===== config.mk =====
export PLATFORM = sky130hd
export DESIGN_NAME = mcu_link_router_flat
export DESIGN_NICKNAME = d
export VERILOG_FILES = /design/src/rtl/mcu_link_router_if.sv /design/src/rtl/mcu_link_router.sv /design/src/flat_wrapper.sv
export SDC_FILE = /design/constraint.sdc
export NUM_CORES = 1
export LEC_CHECK = 0
export ABC_AREA = 1
export BUFFER_PORTS_ARGS = -buffer_cell sky130_fd_sc_hd__buf_2
export CAP_MARGIN = 20
export CORE_MARGIN = 2
export CORE_UTILIZATION = 52
export DETAILED_ROUTE_END_ITERATION = 12
export GPL_ROUTABILITY_DRIVEN = 0
export HOLD_SLACK_MARGIN = 0.02
export PLACE_DENSITY = 0.87
export SYNTH_ARGS = -nofsm -noshare
export SYNTH_HDL_FRONTEND = slang
export SYNTH_SLANG_ARGS = --single-unit
export TNS_END_PERCENT = 100

===== constraint.sdc =====
create_clock -name clk -period 2.5 [get_ports clk]
set_clock_uncertainty 0.05 [all_clocks]
set_input_delay 0.125 -clock clk [delete_from_list [all_inputs] [get_ports clk]]
set_output_delay 0.125 -clock clk [all_outputs]
set_load 0.02 [all_outputs]

===== src/rtl/mcu_link_router_if.sv =====
// mcu_link_router_if
//   Bundles the MCU byte channel and the shared command-target bus around
//   mcu_link_router.
//   MCU side    : in_strobe, in_start, in_data (to router); out_data (from router)
//   Target side : tgt_strobe[NTGT], tgt_start, tgt_data (to targets);
//                 tgt_dout[NTGT*8], tgt_irq[NTGT] (from targets)
//   Interrupt   : irq_n (active-low, to MCU)
//   Modports    : slave  = router view
//                 master = view of the MCU/targets that surround the router
interface mcu_link_router_if #(
  parameter int NTGT = 4
) ();
  logic                 in_strobe;
  logic                 in_start;
  logic [7:0]           in_data;
  logic [7:0]           out_data;
  logic [NTGT-1:0]      tgt_strobe;
  logic                 tgt_start;
  logic [7:0]           tgt_data;
  logic [NTGT*8-1:0]    tgt_dout;
  logic [NTGT-1:0]      tgt_irq;
  logic                 irq_n;

  modport slave (
    input  in_strobe, in_start, in_data, tgt_dout, tgt_irq,
    output out_data, tgt_strobe, tgt_start, tgt_data, irq_n
  );

  modport master (
    output in_strobe, in_start, in_data, tgt_dout, tgt_irq,
    input  out_data, tgt_strobe, tgt_start, tgt_data, irq_n
  );
endinterface


===== src/rtl/mcu_link_router.sv =====
// mcu_link_router
//   Shares the single MCU byte channel between NTGT byte-command targets.
//   The header byte of a transfer picks a target (id < NTGT), the router's
//   own register page (SELF_ID) or nothing (bad id -> DISCARD, counted in
//   err_cnt). Data bytes of a routed transfer are forwarded one cycle later
//   as a one-hot strobe; the selected target's data_out is returned on
//   out_data. Per-target interrupts are masked and merged into irq_n.
//   Ports:
//     clk, reset : clock, synchronous active-high reset
//     link       : mcu_link_router_if.slave (MCU channel + target bus + irq_n)
//     busy       : high while a transfer is open (state != IDLE)
//     err_cnt    : saturating count of bad headers and timeouts
//   Optional: define MCU_LINK_TIMEOUT_EN to abort open transfers after
//   TIMEOUT cycles without a strobe.
module mcu_link_router #(
  parameter int          NTGT    = 4,
  parameter logic [7:0]  SELF_ID = 8'hFF,
  parameter logic [31:0] TIMEOUT = 32'd2_700_000
) (
  input  logic                clk,
  input  logic                reset,
  mcu_link_router_if.slave    link,
  output logic                busy,
  output logic [7:0]          err_cnt
);

  typedef enum logic [1:0] {
    IDLE,
    ROUTE,
    SELF,
    DISCARD
  } state_e;

  localparam logic [7:0] NTGT8 = 8'(NTGT);

  state_e          state_q;
  logic [2:0]      sel_q;
  logic            first_q;
  logic            self_byte0_q;
  logic [NTGT-1:0] irq_mask_q;
  logic [7:0]      out_data_q;
  logic [NTGT-1:0] tgt_strobe_q;
  logic            tgt_start_q;
  logic [7:0]      tgt_data_q;
  logic            irq_n_q;
  logic [7:0]      err_cnt_q;

  logic            hdr;
  logic            dat;
  logic [7:0]      dout_sel;
  logic [NTGT-1:0] sel_onehot;
  logic [NTGT-1:0] pend_bits;
  logic [7:0]      pend_byte;

  assign hdr       = link.in_strobe & link.in_start;
  assign dat       = link.in_strobe & ~link.in_start;
  assign pend_bits = link.tgt_irq & irq_mask_q;

  always_comb begin
    dout_sel   = '0;
    sel_onehot = '0;
    pend_byte  = '0;
    pend_byte[NTGT-1:0] = pend_bits;
    for (int unsigned i = 0; i < NTGT; i++) begin
      if (sel_q == i[2:0]) begin
        dout_sel      = link.tgt_dout[8*i +: 8];
        sel_onehot[i] = 1'b1;
      end
    end
  end

`ifdef MCU_LINK_TIMEOUT_EN
  logic [31:0] timer_q;
`else
  logic unused_timeout;
  assign unused_timeout = ^TIMEOUT;
`endif

  always_ff @(posedge clk) begin
    if (reset) begin
      state_q      <= IDLE;
      sel_q        <= '0;
      first_q      <= 1'b0;
      self_byte0_q <= 1'b0;
      irq_mask_q   <= '1;
      out_data_q   <= '0;
      tgt_strobe_q <= '0;
      tgt_start_q  <= 1'b0;
      tgt_data_q   <= '0;
      irq_n_q      <= 1'b1;
      err_cnt_q    <= '0;
`ifdef MCU_LINK_TIMEOUT_EN
      timer_q      <= TIMEOUT;
`endif
    end else begin
      tgt_strobe_q <= '0;
      tgt_start_q  <= 1'b0;
      irq_n_q      <= ~|pend_bits;

      // out_data follows the state the byte arrived in, not the next state.
      case (state_q)
        IDLE:    out_data_q <= 8'h00;
        ROUTE:   out_data_q <= dout_sel;
        DISCARD: out_data_q <= 8'hFF;
        SELF:    if (dat) out_data_q <= pend_byte;
        default: out_data_q <= 8'h00;
      endcase

      if (hdr) begin
        // A header always closes the current transfer; only a bad id counts.
        if (link.in_data < NTGT8) begin
          sel_q   <= link.in_data[2:0];
          first_q <= 1'b1;
          state_q <= ROUTE;
        end else if (link.in_data == SELF_ID) begin
          self_byte0_q <= 1'b1;
          state_q      <= SELF;
        end else begin
          state_q   <= DISCARD;
          err_cnt_q <= (err_cnt_q == 8'hFF) ? 8'hFF : err_cnt_q + 8'd1;
        end
      end else if (dat) begin
        case (state_q)
          ROUTE: begin
            tgt_strobe_q <= sel_onehot;
            tgt_data_q   <= link.in_data;
            tgt_start_q  <= first_q;
            first_q      <= 1'b0;
          end
          SELF: begin
            if (self_byte0_q) begin
              irq_mask_q   <= link.in_data[NTGT-1:0];
              self_byte0_q <= 1'b0;
            end
          end
          default: ;
        endcase
      end

`ifdef MCU_LINK_TIMEOUT_EN
      // Any strobe reloads, so a strobe landing on the expiry cycle wins.
      if (state_q == IDLE || link.in_strobe) begin
        timer_q <= TIMEOUT;
      end else if (timer_q == '0) begin
        state_q   <= IDLE;
        err_cnt_q <= (err_cnt_q == 8'hFF) ? 8'hFF : err_cnt_q + 8'd1;
      end else begin
        timer_q <= timer_q - 32'd1;
      end
`endif
    end
  end

  assign link.out_data   = out_data_q;
  assign link.tgt_strobe = tgt_strobe_q;
  assign link.tgt_start  = tgt_start_q;
  assign link.tgt_data   = tgt_data_q;
  assign link.irq_n      = irq_n_q;
  assign busy            = (state_q != IDLE);
  assign err_cnt         = err_cnt_q;

endmodule

===== src/flat_wrapper.sv =====
// flat-port wrapper written by rule: the top's interface ports become plain ports
module mcu_link_router_flat 
#(
  parameter int          NTGT    = 4,
  parameter logic [7:0]  SELF_ID = 8'hFF,
  parameter logic [31:0] TIMEOUT = 32'd2_700_000
)
  (clk, reset, busy, err_cnt, link_in_strobe, link_in_start, link_in_data, link_tgt_dout, link_tgt_irq, link_out_data, link_tgt_strobe, link_tgt_start, link_tgt_data, link_irq_n);
  mcu_link_router_if #(.NTGT(NTGT)) link_i ();
  input  logic clk;
  input  logic reset;
  output logic busy;
  output logic [7:0] err_cnt;
  input wire logic [$bits(link_i.in_strobe)-1:0] link_in_strobe;
  input wire logic [$bits(link_i.in_start)-1:0] link_in_start;
  input wire logic [$bits(link_i.in_data)-1:0] link_in_data;
  input wire logic [$bits(link_i.tgt_dout)-1:0] link_tgt_dout;
  input wire logic [$bits(link_i.tgt_irq)-1:0] link_tgt_irq;
  output wire logic [$bits(link_i.out_data)-1:0] link_out_data;
  output wire logic [$bits(link_i.tgt_strobe)-1:0] link_tgt_strobe;
  output wire logic [$bits(link_i.tgt_start)-1:0] link_tgt_start;
  output wire logic [$bits(link_i.tgt_data)-1:0] link_tgt_data;
  output wire logic [$bits(link_i.irq_n)-1:0] link_irq_n;
  assign link_i.in_strobe = link_in_strobe;
  assign link_i.in_start = link_in_start;
  assign link_i.in_data = link_in_data;
  assign link_i.tgt_dout = link_tgt_dout;
  assign link_i.tgt_irq = link_tgt_irq;
  assign link_out_data = link_i.out_data;
  assign link_tgt_strobe = link_i.tgt_strobe;
  assign link_tgt_start = link_i.tgt_start;
  assign link_tgt_data = link_i.tgt_data;
  assign link_irq_n = link_i.irq_n;
  mcu_link_router #(.NTGT(NTGT), .SELF_ID(SELF_ID), .TIMEOUT(TIMEOUT)) u_core (.clk(clk), .reset(reset), .link(link_i), .busy(busy), .err_cnt(err_cnt));
endmodule

==> metrics.csv <==
metric;value;unit
die_w;67.2;um
cp_cell_sequence;inv_2 -> nand3_1 -> nor2_1 -> nor2_1 -> nand2_1 -> nand2_1 -> a21oi_1;
fmax;0.601;GHz
synth_fa_ha_area_frac;0.00602;
cp-end-kind;flip-flop;
synth_top_area_cell;dfxtp_1;
cts_buffer_depth;2;
synth_top_area_share;0.395;
cp.buffers_inverters;1;
critical_path_arrival;1.79;ns
grt_usage;0.250;
syn_nets;369;
post_cts_buffers;0;
hold_path_depth;3;
post-route-drc-count;0;
sequentialPowerShare;0.494;
drv_slew;0;
power_density;534;mW/mm2
syn_area;0.00208;mm2
antenna_found_initial;0;
grt_overflow;0;
status;finished clean;
stdcell_count;445;
rsz0062_at_grt;false;
syn_avg_cell_area;6.50;um2
cts_tree;yes;
synth_cells;320;
cts-root-buf;clkbuf_8;
ir_drop;0.580;mV
drt_first_pass_iters;5;
cp_top_family;flip-flops;
setup_viol;0;
path_clk_slew;0.08;ns
p_int;1.04;mW
synth_compound_area_frac;0.122;
clock_power_share;0.383;
synth_top_family_by_area;simple AND/OR/NAND/NOR gates;
cellLeakagePower;1.33;nW
crit_type;flip-flop to flip-flop;
netSwitchingFraction;0.250;
cp.required;2.63;ns
crit-reg2reg-launch;u_core.sel_q[0];
htree_levels;2;
drtIter0Drc;146;
whs;0.0258;ns
dp_cells;437;
synthMuxAreaShare;0;
synth-seq-area-share;0.395;
p_sw;0.346;mW
reg2reg_depth;7;
io_pins;79;
fin_area;0.00258;mm2
synth_seq_cells;41;
drv_cap;0;
initial_core_util;0.555;
comb_power_share;0.124;
grt_max_degree;22;
cpPeakStageDelay;0.66;ns
design.core.area;0.00374;mm2
cts_hold_buf;0;
num_antenna_cells;0;
insertion_delay;0.30;ns
min_period_over_period;0.665;
hp-class;primary input to flip-flop;
cts.sinks;41;
async_reset_ff_frac;0;
dp.final_hpwl;3980;um
antenna_left;0;
cp-start-kind;flip-flop;
cts.repair.resized;0;
critical_path.slowest_cell;dfxtp_1;
ys_types;29;
vias;2305;
cts_buffers;5;
worst_pin_slew;0.528;ns
vias_per_cell;5.18;
std_cell_rows;22;
dieArea;0.00452;mm2
numPortBuffers;78;
rrSetupSlack;0.84;ns
ys_warn_count;0;
synth_simple_gate_area_frac;0.382;
placed_cell_area;0.00247;mm2
min_to;u_core.irq_mask_q[2];
relSlewSlack;0.648;
finalSetupTns;0;ns
worstHoldStart;link_in_data[2];
ys_top_cells_by_area;dfxtp_1, nand2_1, nor2_1;
die_h;67.2;um
synth_edf_count;0;
synth-xor-area-share;0.00421;
routed_wl;5190;um
grt_pass1_wl;8670;um
crit_fanout;16;
hold_viol_final;0;
wl_per_cell;11.7;um
ys.flop_type;dfxtp_1;
drive_above_1_share;0.252;
nets;445;
area_growth;24.2;%
r2r-end;u_core.link.out_data[1];
fin_crit;1.66;ns
grt_pass1_vias;2011;
[power by group through the flow]
stage / Combinational [mW] / Clock, mW / Sequential [mW]
after floorplan: 0.0814 / 0 / 0.712
after global placement: 0.167 / 0 / 0.696
after detailed placement: 0.170 / 0 / 0.696
after CTS: 0.171 / 0.532 / 0.681
after global routing: 0.192 / 0.559 / 0.684
final: 0.171 / 0.529 / 0.682
[layout by cell type (no fill, tap or decap), types with 2 or more instances in the layout]
cell type	count
nand2_1	91
buf_2	78
nor2_1	48
dfxtp_1	41
nand3_1	31
inv_1	30
o21ai_0	20
a21oi_1	18
inv_2	5
clkbuf_8	5
o211ai_1	3
nor3_1	3
nor2_2	2
o21ai_1	2
nand3b_1	2
nor4_1	2
nor2_4	2
a21oi_2	2
[state kept, by name, summed over array words and instances, names as in the netlist]
name                    flops
u_core.link.out_data        8
u_core.link.tgt_start       1
u_core.err_cnt              8
u_core.link.irq_n           1
u_core.first_q              1
u_core.state_q              2
u_core.self_byte0_q         1
u_core.sel_q                3
u_core.link.tgt_strobe      4
u_core.irq_mask_q           4
u_core.link.tgt_data        8
[how the worst max path moves through the flow]
stage,from,end,slack [ns],cells past startpoint
floorplan,u_core.err_cnt[0],u_core.err_cnt[6],1.02,7
global placement,u_core.sel_q[0],u_core.link.out_data[5],0.85,7
detailed placement,u_core.sel_q[0],u_core.link.out_data[1],0.86,7
CTS,u_core.sel_q[0],u_core.link.out_data[1],0.85,7
global route,u_core.sel_q[0],u_core.link.out_data[1],0.68,7
finish,u_core.sel_q[0],u_core.link.out_data[1],0.84,7
[cell type report]
cell class / count / area [um2]
Fill cell: 329 / 1160
Multi-Input combinational cell: 235 / 1070
Sequential cell: 41 / 821
Timing Repair Buffer: 78 / 390
Inverter: 35 / 131
Clock buffer: 6 / 72.6
Tap cell: 48 / 60.1
Clock inverter: 2 / 38.8
[synthesized netlist by cell type, types with 3 or more instances]
cell type,number
inv_1,30
inv_2,5
nor3_1,3
dfxtp_1,41
nand3_1,31
a21oi_1,18
o21ai_0,20
o211ai_1,3
clkbuf_1,4
nand2_1,91
nor2_1,48
[kinds of logic after synthesis]
group,Yosys count
flops,41
simple gates,186
compound gates,47
buf+inv,44
xor+xnor,1
fa+ha+maj,1
[through the flow]
| step | util | setup WS (ns) | power, mW |
|---|---|---|---|
| 2_1_floorplan | - | 1.02 | 0.793 |
| 3_3_place_gp | 0.660 | 0.853 | 0.863 |
| 3_5_place_dp | 0.660 | 0.861 | 0.866 |
| 4_1_cts | 0.690 | 0.849 | 1.38 |
| 5_1_grt | 0.690 | 0.677 | 1.44 |
| 6_report | 0.690 | 0.837 | 1.38 |
[worst register-to-register path: stages (launching register included)]
cell and delay (ns):
dfxtp_1 0.66, inv_2 0.19, nand3_1 0.28, nor2_1 0.07, nor2_1 0.12, nand2_1 0.06
nand2_1 0.05, a21oi_1 0.06
[metal layers]
layer | global-route usage | part of all wire | vias up
li1 | - | - | 1172
met2 | 0.417 | 0.47 | 79
met5 | 0 | 0 | -
met3 | 0.0617 | 0.072 | 6
met4 | 0.0536 | 0.010 | 0
met1 | 0.328 | 0.44 | 1048
Power figures use the tool's default switching activity.
